### config.mk
export PLATFORM = sky130hd
export DESIGN_NAME = reg_writeback_queue
export DESIGN_NICKNAME = d
export VERILOG_FILES = /design/src/rtl/reg_writeback_queue.sv
export SDC_FILE = /design/constraint.sdc
export NUM_CORES = 1
export LEC_CHECK = 0
export CELL_PAD_IN_SITES_DETAIL_PLACEMENT = 1
export CELL_PAD_IN_SITES_GLOBAL_PLACEMENT = 2
export CORE_MARGIN = 5
export CORE_UTILIZATION = 42
export DETAILED_ROUTE_END_ITERATION = 8
export PLACE_DENSITY_LB_ADDON = 0.1
export REMOVE_ABC_BUFFERS = 1
export SLEW_MARGIN = 25
export SYNTH_ARGS = -nofsm -noshare
export SYNTH_HDL_FRONTEND = slang
export SYNTH_SLANG_ARGS = --single-unit
### constraint.sdc
create_clock -name clk -period 6.65 [get_ports clk]
set_input_delay 0.9975 -clock clk [delete_from_list [all_inputs] [get_ports clk]]
set_output_delay 0.9975 -clock clk [all_outputs]
set_load 0.005 [all_outputs]
### src/rtl/reg_writeback_queue.sv
// Write-back queue in front of the 32x32 register file: buffers write requests, drains one per cycle,
// and forwards pending writes to two readers. Optional in-place coalescing is enabled by WB_COALESCE_EN.
module reg_writeback_queue #(
  parameter int DEPTH  = 4,
  parameter int ADDR_W = 5,
  parameter int DATA_W = 32
) (
  input  logic                     clk,
  input  logic                     rst,
  // Request side: a request transfers on any edge where in_valid && in_ready.
  // in_ready depends only on stored state, never on in_valid or a same-cycle pop.
  input  logic                     in_valid,
  output logic                     in_ready,
  input  logic [ADDR_W-1:0]        in_reg,
  input  logic [DATA_W-1:0]        in_data,
  input  logic                     wb_stall,
  output logic                     RegWrite,
  output logic [ADDR_W-1:0]        WriteReg,
  output logic [DATA_W-1:0]        WriteData,
  input  logic [ADDR_W-1:0]        ReadReg1,
  input  logic [ADDR_W-1:0]        ReadReg2,
  output logic                     fwd_hit1,
  output logic [DATA_W-1:0]        fwd_data1,
  output logic                     fwd_hit2,
  output logic [DATA_W-1:0]        fwd_data2,
  output logic [$clog2(DEPTH):0]   count
);

  localparam int PTR_W = $clog2(DEPTH);
  localparam int CNT_W = PTR_W + 1;

  logic [ADDR_W-1:0] ent_reg_q  [DEPTH];
  logic [DATA_W-1:0] ent_data_q [DEPTH];
  logic [DEPTH-1:0]  valid_q;

  logic [PTR_W-1:0]  head_q, head_d;
  logic [PTR_W-1:0]  tail_q, tail_d;
  logic [CNT_W-1:0]  count_q, count_d;

  logic              regwrite_q;
  logic [ADDR_W-1:0] wreg_q;
  logic [DATA_W-1:0] wdata_q;

  logic              accept;
  logic              req_nz;
  logic              pop;
  logic              flow;
  logic              push_alloc;
  logic              coalesce;
  logic              co_hit;
  logic [PTR_W-1:0]  co_slot;

  assign in_ready = (count_q < CNT_W'(DEPTH));
  assign accept   = in_valid && in_ready;
  assign req_nz   = (in_reg != '0);
  assign pop      = !wb_stall && (count_q != '0);
  assign flow     = !wb_stall && (count_q == '0) && accept && req_nz;

  // Youngest valid entry with the incoming index; the head being popped
  // this cycle is leaving for the output stage and is not a target.
  always_comb begin
    logic [PTR_W-1:0] slot;
    co_hit  = 1'b0;
    co_slot = '0;
    for (int k = 0; k < DEPTH; k++) begin
      slot = head_q + PTR_W'(k);
      if (valid_q[slot] && (ent_reg_q[slot] == in_reg) && !(pop && (slot == head_q))) begin
        co_hit  = 1'b1;
        co_slot = slot;
      end
    end
  end

`ifdef WB_COALESCE_EN
  assign coalesce   = accept && req_nz && !flow && co_hit;
`else
  assign coalesce   = 1'b0;
`endif
  assign push_alloc = accept && req_nz && !flow && !coalesce;

  always_comb begin
    head_d  = head_q;
    tail_d  = tail_q;
    count_d = count_q;
    if (pop) begin
      head_d = head_q + PTR_W'(1);
    end
    if (push_alloc) begin
      tail_d = tail_q + PTR_W'(1);
    end
    case ({push_alloc, pop})
      2'b10:   count_d = count_q + CNT_W'(1);
      2'b01:   count_d = count_q - CNT_W'(1);
      default: count_d = count_q;
    endcase
  end

  always_ff @(posedge clk) begin
    if (rst) begin
      head_q  <= '0;
      tail_q  <= '0;
      count_q <= '0;
      valid_q <= '0;
      for (int i = 0; i < DEPTH; i++) begin
        ent_reg_q[i]  <= '0;
        ent_data_q[i] <= '0;
      end
    end else begin
      head_q  <= head_d;
      tail_q  <= tail_d;
      count_q <= count_d;
      if (pop) begin
        valid_q[head_q] <= 1'b0;
      end
      // Full queue never accepts, so the tail slot can never be the head being popped.
      if (push_alloc) begin
        valid_q[tail_q]    <= 1'b1;
        ent_reg_q[tail_q]  <= in_reg;
        ent_data_q[tail_q] <= in_data;
      end
      if (coalesce) begin
        ent_data_q[co_slot] <= in_data;
      end
    end
  end

  always_ff @(posedge clk) begin
    if (rst) begin
      regwrite_q <= 1'b0;
      wreg_q     <= '0;
      wdata_q    <= '0;
    end else if (wb_stall) begin
      regwrite_q <= 1'b0;
    end else if (pop) begin
      regwrite_q <= 1'b1;
      wreg_q     <= ent_reg_q[head_q];
      wdata_q    <= ent_data_q[head_q];
    end else if (flow) begin
      regwrite_q <= 1'b1;
      wreg_q     <= in_reg;
      wdata_q    <= in_data;
    end else begin
      regwrite_q <= 1'b0;
    end
  end

  // Scan oldest to youngest so later matches override; the output stage is lowest priority.
  function automatic logic [DATA_W:0] fwd_lookup(input logic [ADDR_W-1:0] idx);
    logic [DATA_W:0]  r;
    logic [PTR_W-1:0] slot;
    r = '0;
    if (idx != '0) begin
      if (regwrite_q && (wreg_q == idx)) begin
        r = {1'b1, wdata_q};
      end
      for (int k = 0; k < DEPTH; k++) begin
        slot = head_q + PTR_W'(k);
        if (valid_q[slot] && (ent_reg_q[slot] == idx)) begin
          r = {1'b1, ent_data_q[slot]};
        end
      end
    end
    return r;
  endfunction

  logic [DATA_W:0] fwd1, fwd2;

  always_comb begin
    fwd1 = fwd_lookup(ReadReg1);
    fwd2 = fwd_lookup(ReadReg2);
  end

  assign fwd_hit1  = fwd1[DATA_W];
  assign fwd_data1 = fwd1[DATA_W-1:0];
  assign fwd_hit2  = fwd2[DATA_W];
  assign fwd_data2 = fwd2[DATA_W-1:0];

  assign RegWrite  = regwrite_q;
  assign WriteReg  = wreg_q;
  assign WriteData = wdata_q;
  assign count     = count_q;

endmodule

-- Word-level counts from Yosys, hierarchy flattened
Memory sizes are Yosys's and may differ from the RTL's. A register that Yosys moved wholly into a read port is not among the register bits.
Cells that the tools add are included.
- flip-flop bits (word level): 49
- latch bits: 0
- memory bits (writable): 148
- bits in read-only memories: 0
- input bits: 51
- output and inout bits: 108
- logic and storage cells: 120
- memories: 2
- memories (name ; depth ; bits a word ; read ports ; clocked after memory_dff ; write ports ; RTL line ; RTL):
    ent_data_q ; 4 ; 32 ; 4 ; 1 ; 4 ; 33 ; logic [DATA_W-1:0] ent_data_q [DEPTH];
    ent_reg_q ; 4 ; 5 ; 4 ; 1 ; 4 ; 32 ; logic [ADDR_W-1:0] ent_reg_q [DEPTH];
- add/subtract/negate cells: 6
- multiply operators: 0
- divide/modulo/power cells: 0
- magnitude comparators: 8
- equality and inequality tests: 12
- shifts and indexed selects: 0
- muxes and demuxes: 49
- bitwise operators: 4
- reductions and logical operators: 32
- operators by type and width (kind ; count):
    33-bit 2-to-1 mux ; 12
    32-bit 2-to-1 mux ; 3
    5-bit == test ; 10
    32-bit OR reduction ; 1
    1-bit logical AND ; 19
    2-bit by 3-bit < comparator with 1-bit output (second input constant) ; 5
    1-bit 2-to-1 mux ; 15
    5-bit 2-to-1 mux ; 3
    5-bit nonzero test ; 3
    2-bit 2-to-1 mux ; 6
    4-bit 2-to-1 mux ; 3
    1-bit binary-select mux with 2-bit select ; 4
    3-bit one-hot mux with 2 select lines ; 1
    5-bit OR reduction ; 1
    2-bit by 1-bit adder with 2-bit output (second input constant) ; 2
    2-bit adder (second input constant) ; 2
    4-bit AND ; 1
    1-bit demux with 2-bit select ; 2
    2-bit by 1-bit greater-or-equal comparator with 1-bit output (second input constant) ; 2
    4-bit NOT ; 1
    4-bit OR ; 1
    2-bit nonzero test ; 2
    3-bit by 1-bit adder with 3-bit output (second input constant) ; 1
    3-bit logical NOT ; 1
    9 further kinds ; 10

-- Logic depth before layout (Yosys ltp)
- word-level depth: 11
- depth in mapped cells: 16
- gate-level depth less buffers: 10

-- Worst setup path before layout
OpenSTA, ideal clock, no wires.
- path type: reg2out
- from: register head_q[0]
- to: output port fwd_data1[23]
- data arrival time: 3.667 ns
- data required time: 5.653 ns
- path slack: 1.986 ns
- stages on the path, launching flop included: 17
- cell sequence: dfxtp_1 > buf_6 > buf_2 > buf_2 > buf_2 > inv_1 > ha_1 > buf_2 > buf_6 > mux4_2 > xnor2_1 > nand4_1 > or2_1 > clkbuf_1 > clkbuf_1 > o22ai_1 > o211ai_1
- word-level cells in the longest chain between the ends: 8
- elaborated cells on any way between the ends: 25
- ends and longest elaborated chain (item ; RTL line ; RTL):
    start, declared ; 36 ; logic [PTR_W-1:0] head_q, head_d;
    start signal, assigned ; 100 ; head_q <= '0;
    start signal, assigned ; 109 ; head_q <= head_d;
    2-bit by 1-bit adder with 2-bit output or 1-bit binary-select mux with 2-bit select (tied branches) ; 157, 158 ;
    memory 4 x 5 bit (tied with other cells) ; - ;
    5-bit == test (tied with other cells) ; 158 ; if (valid_q[slot] && (ent_reg_q[slot] == idx)) begin
    1-bit logical AND or 33-bit 2-to-1 mux (tied branches) ; 158 ;
    33-bit 2-to-1 mux (2 in a row) ; 158 ;
    33-bit 2-to-1 mux (*) ; 158 ;
    33-bit 2-to-1 mux (*) ; 152 ; if (idx != '0) begin
    end, declared ; 23 ; output logic [DATA_W-1:0] fwd_data1,
Mark *: on every way between the ends. The rest lies on a longest branch, timed or not. The select of a mux whose other input is x is not followed.

-- Worst setup path in the final report
- from: register head_q[0]
- to: output port fwd_data2[10]
- word-level cells in the longest chain between the ends: 8
- elaborated cells on any way between the ends: 25
- ends and longest elaborated chain (item ; RTL line ; RTL):
    2-bit by 1-bit adder with 2-bit output or 1-bit binary-select mux with 2-bit select (tied branches) ; 157, 158 ;
    memory 4 x 5 bit (tied with other cells) ; - ;
    5-bit == test (tied with other cells) ; 158 ;
    1-bit logical AND or 33-bit 2-to-1 mux (tied branches) ; 158 ;
    33-bit 2-to-1 mux (2 in a row) ; 158 ;
    33-bit 2-to-1 mux (*) ; 158 ;
    33-bit 2-to-1 mux (*) ; 152 ;
    end, declared ; 25 ; output logic [DATA_W-1:0] fwd_data2,
Marked as above.

==> impl_metrics.json <==
{
  "gp_congestion": 0.862,
  "groute.usage.overall_pct": 28.9,
  "status": "finished clean",
  "min_path_type": "register to register",
  "fin_util_pct": 50.2,
  "nNetsFinal": 1444,
  "cts_tree": "built",
  "crit_required_ns": 5.65,
  "ys_async_sr_fraction_pct": 0,
  "worst_slew_pin_slew_ns": 1.03,
  "crit_arrival_ns": 5.07,
  "top_layer_used": "met5",
  "leakagePower_uw": 0.00540,
  "vias_per_cell": 6.86,
  "synth_cells": 1314,
  "r2r_end": "count[2]$_SDFFE_PP0P_",
  "drt_iter0_markers": 1161,
  "worstSetupEndpointType": "output pin",
  "drtAntennaViolNets": 0,
  "via_count": 12700,
  "antenna_cells": 0,
  "synth-main-ff-cell": "edfxtp_1",
  "pwr-share-clk_pct": 19.9,
  "slew_headroom_pct": 31.5,
  "drc": 0,
  "met3WireLength_um": 4240,
  "avgSynthCellArea_sq_um": 11.3,
  "ir_worst_vdd_uv": 203,
  "yosysTopAreaCell": "edfxtp_1",
  "grt_max_degree": 76,
  "postCtsSetupRepairBufs": 0,
  "grt_pass1_wl_um": 84900,
  "synth_top_area_share_pct": 30.0,
  "clock-root-buffer": "clkbuf_16",
  "io_pins": 159,
  "rsz0062_at_grt": "false",
  "maxCapViolations": 0,
  "rows": 68,
  "hold_end": "WriteData[23]$_SDFFE_PP0P_",
  "intPower_uw": 3390,
  "timing.setup.critical_path_class": "register to output pin",
  "ys_top_cells_by_area": "edfxtp_1, mux4_2, dfxtp_1",
  "clk_path_buf_depth": 2,
  "finalSetupTns_ns": 0,
  "switchingPower_uw": 2250,
  "finalClockSkew_ns": 0.0140,
  "layout_common_cells": "clkdlybuf4s50_1, and2_1, mux4_2, edfxtp_1, nand3_1",
  "reg2regPathDepth": 9,
  "drtPass1Iterations": 5,
  "gr-total-overflow": 0,
  "synth-seq-cells": 199,
  "setup-violations-final": 0,
  "die_w_um": 198,
  "coreArea_sq_mm": 0.0347,
  "min-delay-start": "WriteData[23]$_SDFFE_PP0P_",
  "swShare_pct": 39.9,
  "ys_seq_area_share_pct": 36.8,
  "powerDensity_mw_per_mm2": 324,
  "wl_met1_um": 23300,
  "final.period_utilization_pct": 91.3,
  "fin_crit_ns": 6.07,
  "power_uw": 5640,
  "rrSetupSlack_ns": 3.77,
  "path_clk_slew_ns": 0.08,
  "r2r_start": "count[2]$_SDFFE_PP0P_",
  "dpl.hpwl_um": 33900,
  "power_frac_seq_pct": 31.3,
  "first_global_vias": 13200,
  "crit_fanout": 41,
  "hold_viol": 0,
  "syn2layout_area_growth_pct": 17.5,
  "crit_start": "head_q[0]$_SDFFE_PP0N_",
  "startpoint_type": "register",
  "n_fill_cell": 3646,
  "hold_depth": 2,
  "drive_above_1_share_pct": 18.8,
  "final_max_slew_viol_count": 0,
  "routed_wl_um": 57200,
  "ys_types": 54,
  "post_drt_wl_per_cell_um": 30.9,
  "clk_latency_ns": 0.46,
  "mostFrequentLayoutCell": "clkdlybuf4s50_1",
  "route.met2.wl_um": 28000,
  "max_freq_mhz": 165,
  "start_util_pct": 42.7,
  "ys_warn_count": 0,
  "die-area_sq_mm": 0.0392,
  "synth-edff-count": 148,
  "hold_buffers": 0,
  "pwr-share-comb_pct": 48.8,
  "netlist_area_sq_mm": 0.0148,
  "cts_buffers": 17,
  "io_buffers": 158,
  "cts_resized": 0,
  "cts_num_sinks": 199,
  "grt_antenna_before_repair": 1,
  "die_h_um": 198,
  "htreeDepth": 4
}
==> worst max-delay path, cell delays in order (launching register included) <==
cell and delay [ns]:
dfxtp_4 0.53, inv_1 0.14, ha_4 0.70, mux4_2 0.64
xor2_1 0.17, nor4_2 0.50, and2_1 0.20, buf_4 0.47
a221oi_1 0.12, o31ai_1 0.51, clkdlybuf4s50_1 0.60
==> synthesized netlist by cell type, drive strengths merged, types with 32 or more instances <==
cell	number
and2	155
edfxtp	148
mux4	148
clkbuf	113
nand3	96
nor2	88
o22ai	62
dfxtp	51
mux2i	45
a211oi	40
buf	39
nand2	38
a21oi	37
xnor2	33
a32oi	32
o31ai	32
==> sequential cells by signal (all words and copies together), names as in the netlist, named ones only <==
register and count:
ent_data_q 128, WriteData 32, ent_reg_q 20, WriteReg 5, valid_q 4, count 3
head_q 2, tail_q 2, RegWrite 1
==> power groups by stage <==
stage	logic [uW]	clock network [uW]	registers, uW
4_1_cts	2750	1130	1760
3_5_place_dp	2730	0	1790
6_report	2750	1120	1760
5_1_grt	2910	1180	1790
3_3_place_gp	2700	0	1770
2_1_floorplan	1820	0	1870
==> worst max path at each step <==
stage                     to  cells after the start
6_report       fwd_data2[10]                     10
5_1_grt        fwd_data2[10]                     10
4_1_cts        fwd_data2[10]                     10
3_5_place_dp   fwd_data2[10]                      9
3_3_place_gp   fwd_data2[10]                      9
2_1_floorplan   fwd_data2[1]                      8
==> final cells by class <==
cell class,count,area [sq um],area share [%]
Tap cell,455,569,3.27
Multi-Input combinational cell,952,8800,50.5
Clock inverter,15,175,1.01
Clock buffer,17,425,2.44
Timing Repair Buffer,202,1940,11.1
Sequential cell,199,5470,31.4
Inverter,11,41.3,0.237
==> layer usage <==
metal / GRT usage, % / vias to the layer above
met2: 48.8 / 661
met4: 9.49 / 2
met3: 4.85 / 131
met5: 0 / -
li1: - / 5323
met1: 38.0 / 6584
==> metrics by stage <==
step	hold WS, ns	instance area, sq um	worst slack, ns	std cells
detailed placement	0.521	16800	0.986	1819
global route	0.561	17400	0.425	1851
finish	0.538	17400	0.579	1851
floorplan	0.486	14200	-4.04	1162
global placement	0.512	16800	1.03	1819
CTS	0.540	17400	0.629	1851
==> cells by family after synthesis <==
logic type / after synthesis / synth area share (%)
buffers and inverters: 163 / 4.65
flip-flops: 199 / 36.8
XOR/XNOR: 54 / 3.19
AO/OA/AOI/OAI: 277 / 13.7
multiplexers: 195 / 25.7
AND/OR/NAND/NOR: 416 / 15.1
adder cells (fa/ha/maj): 10 / 0.894
Note: power is estimated with default switching activity, not from simulation.
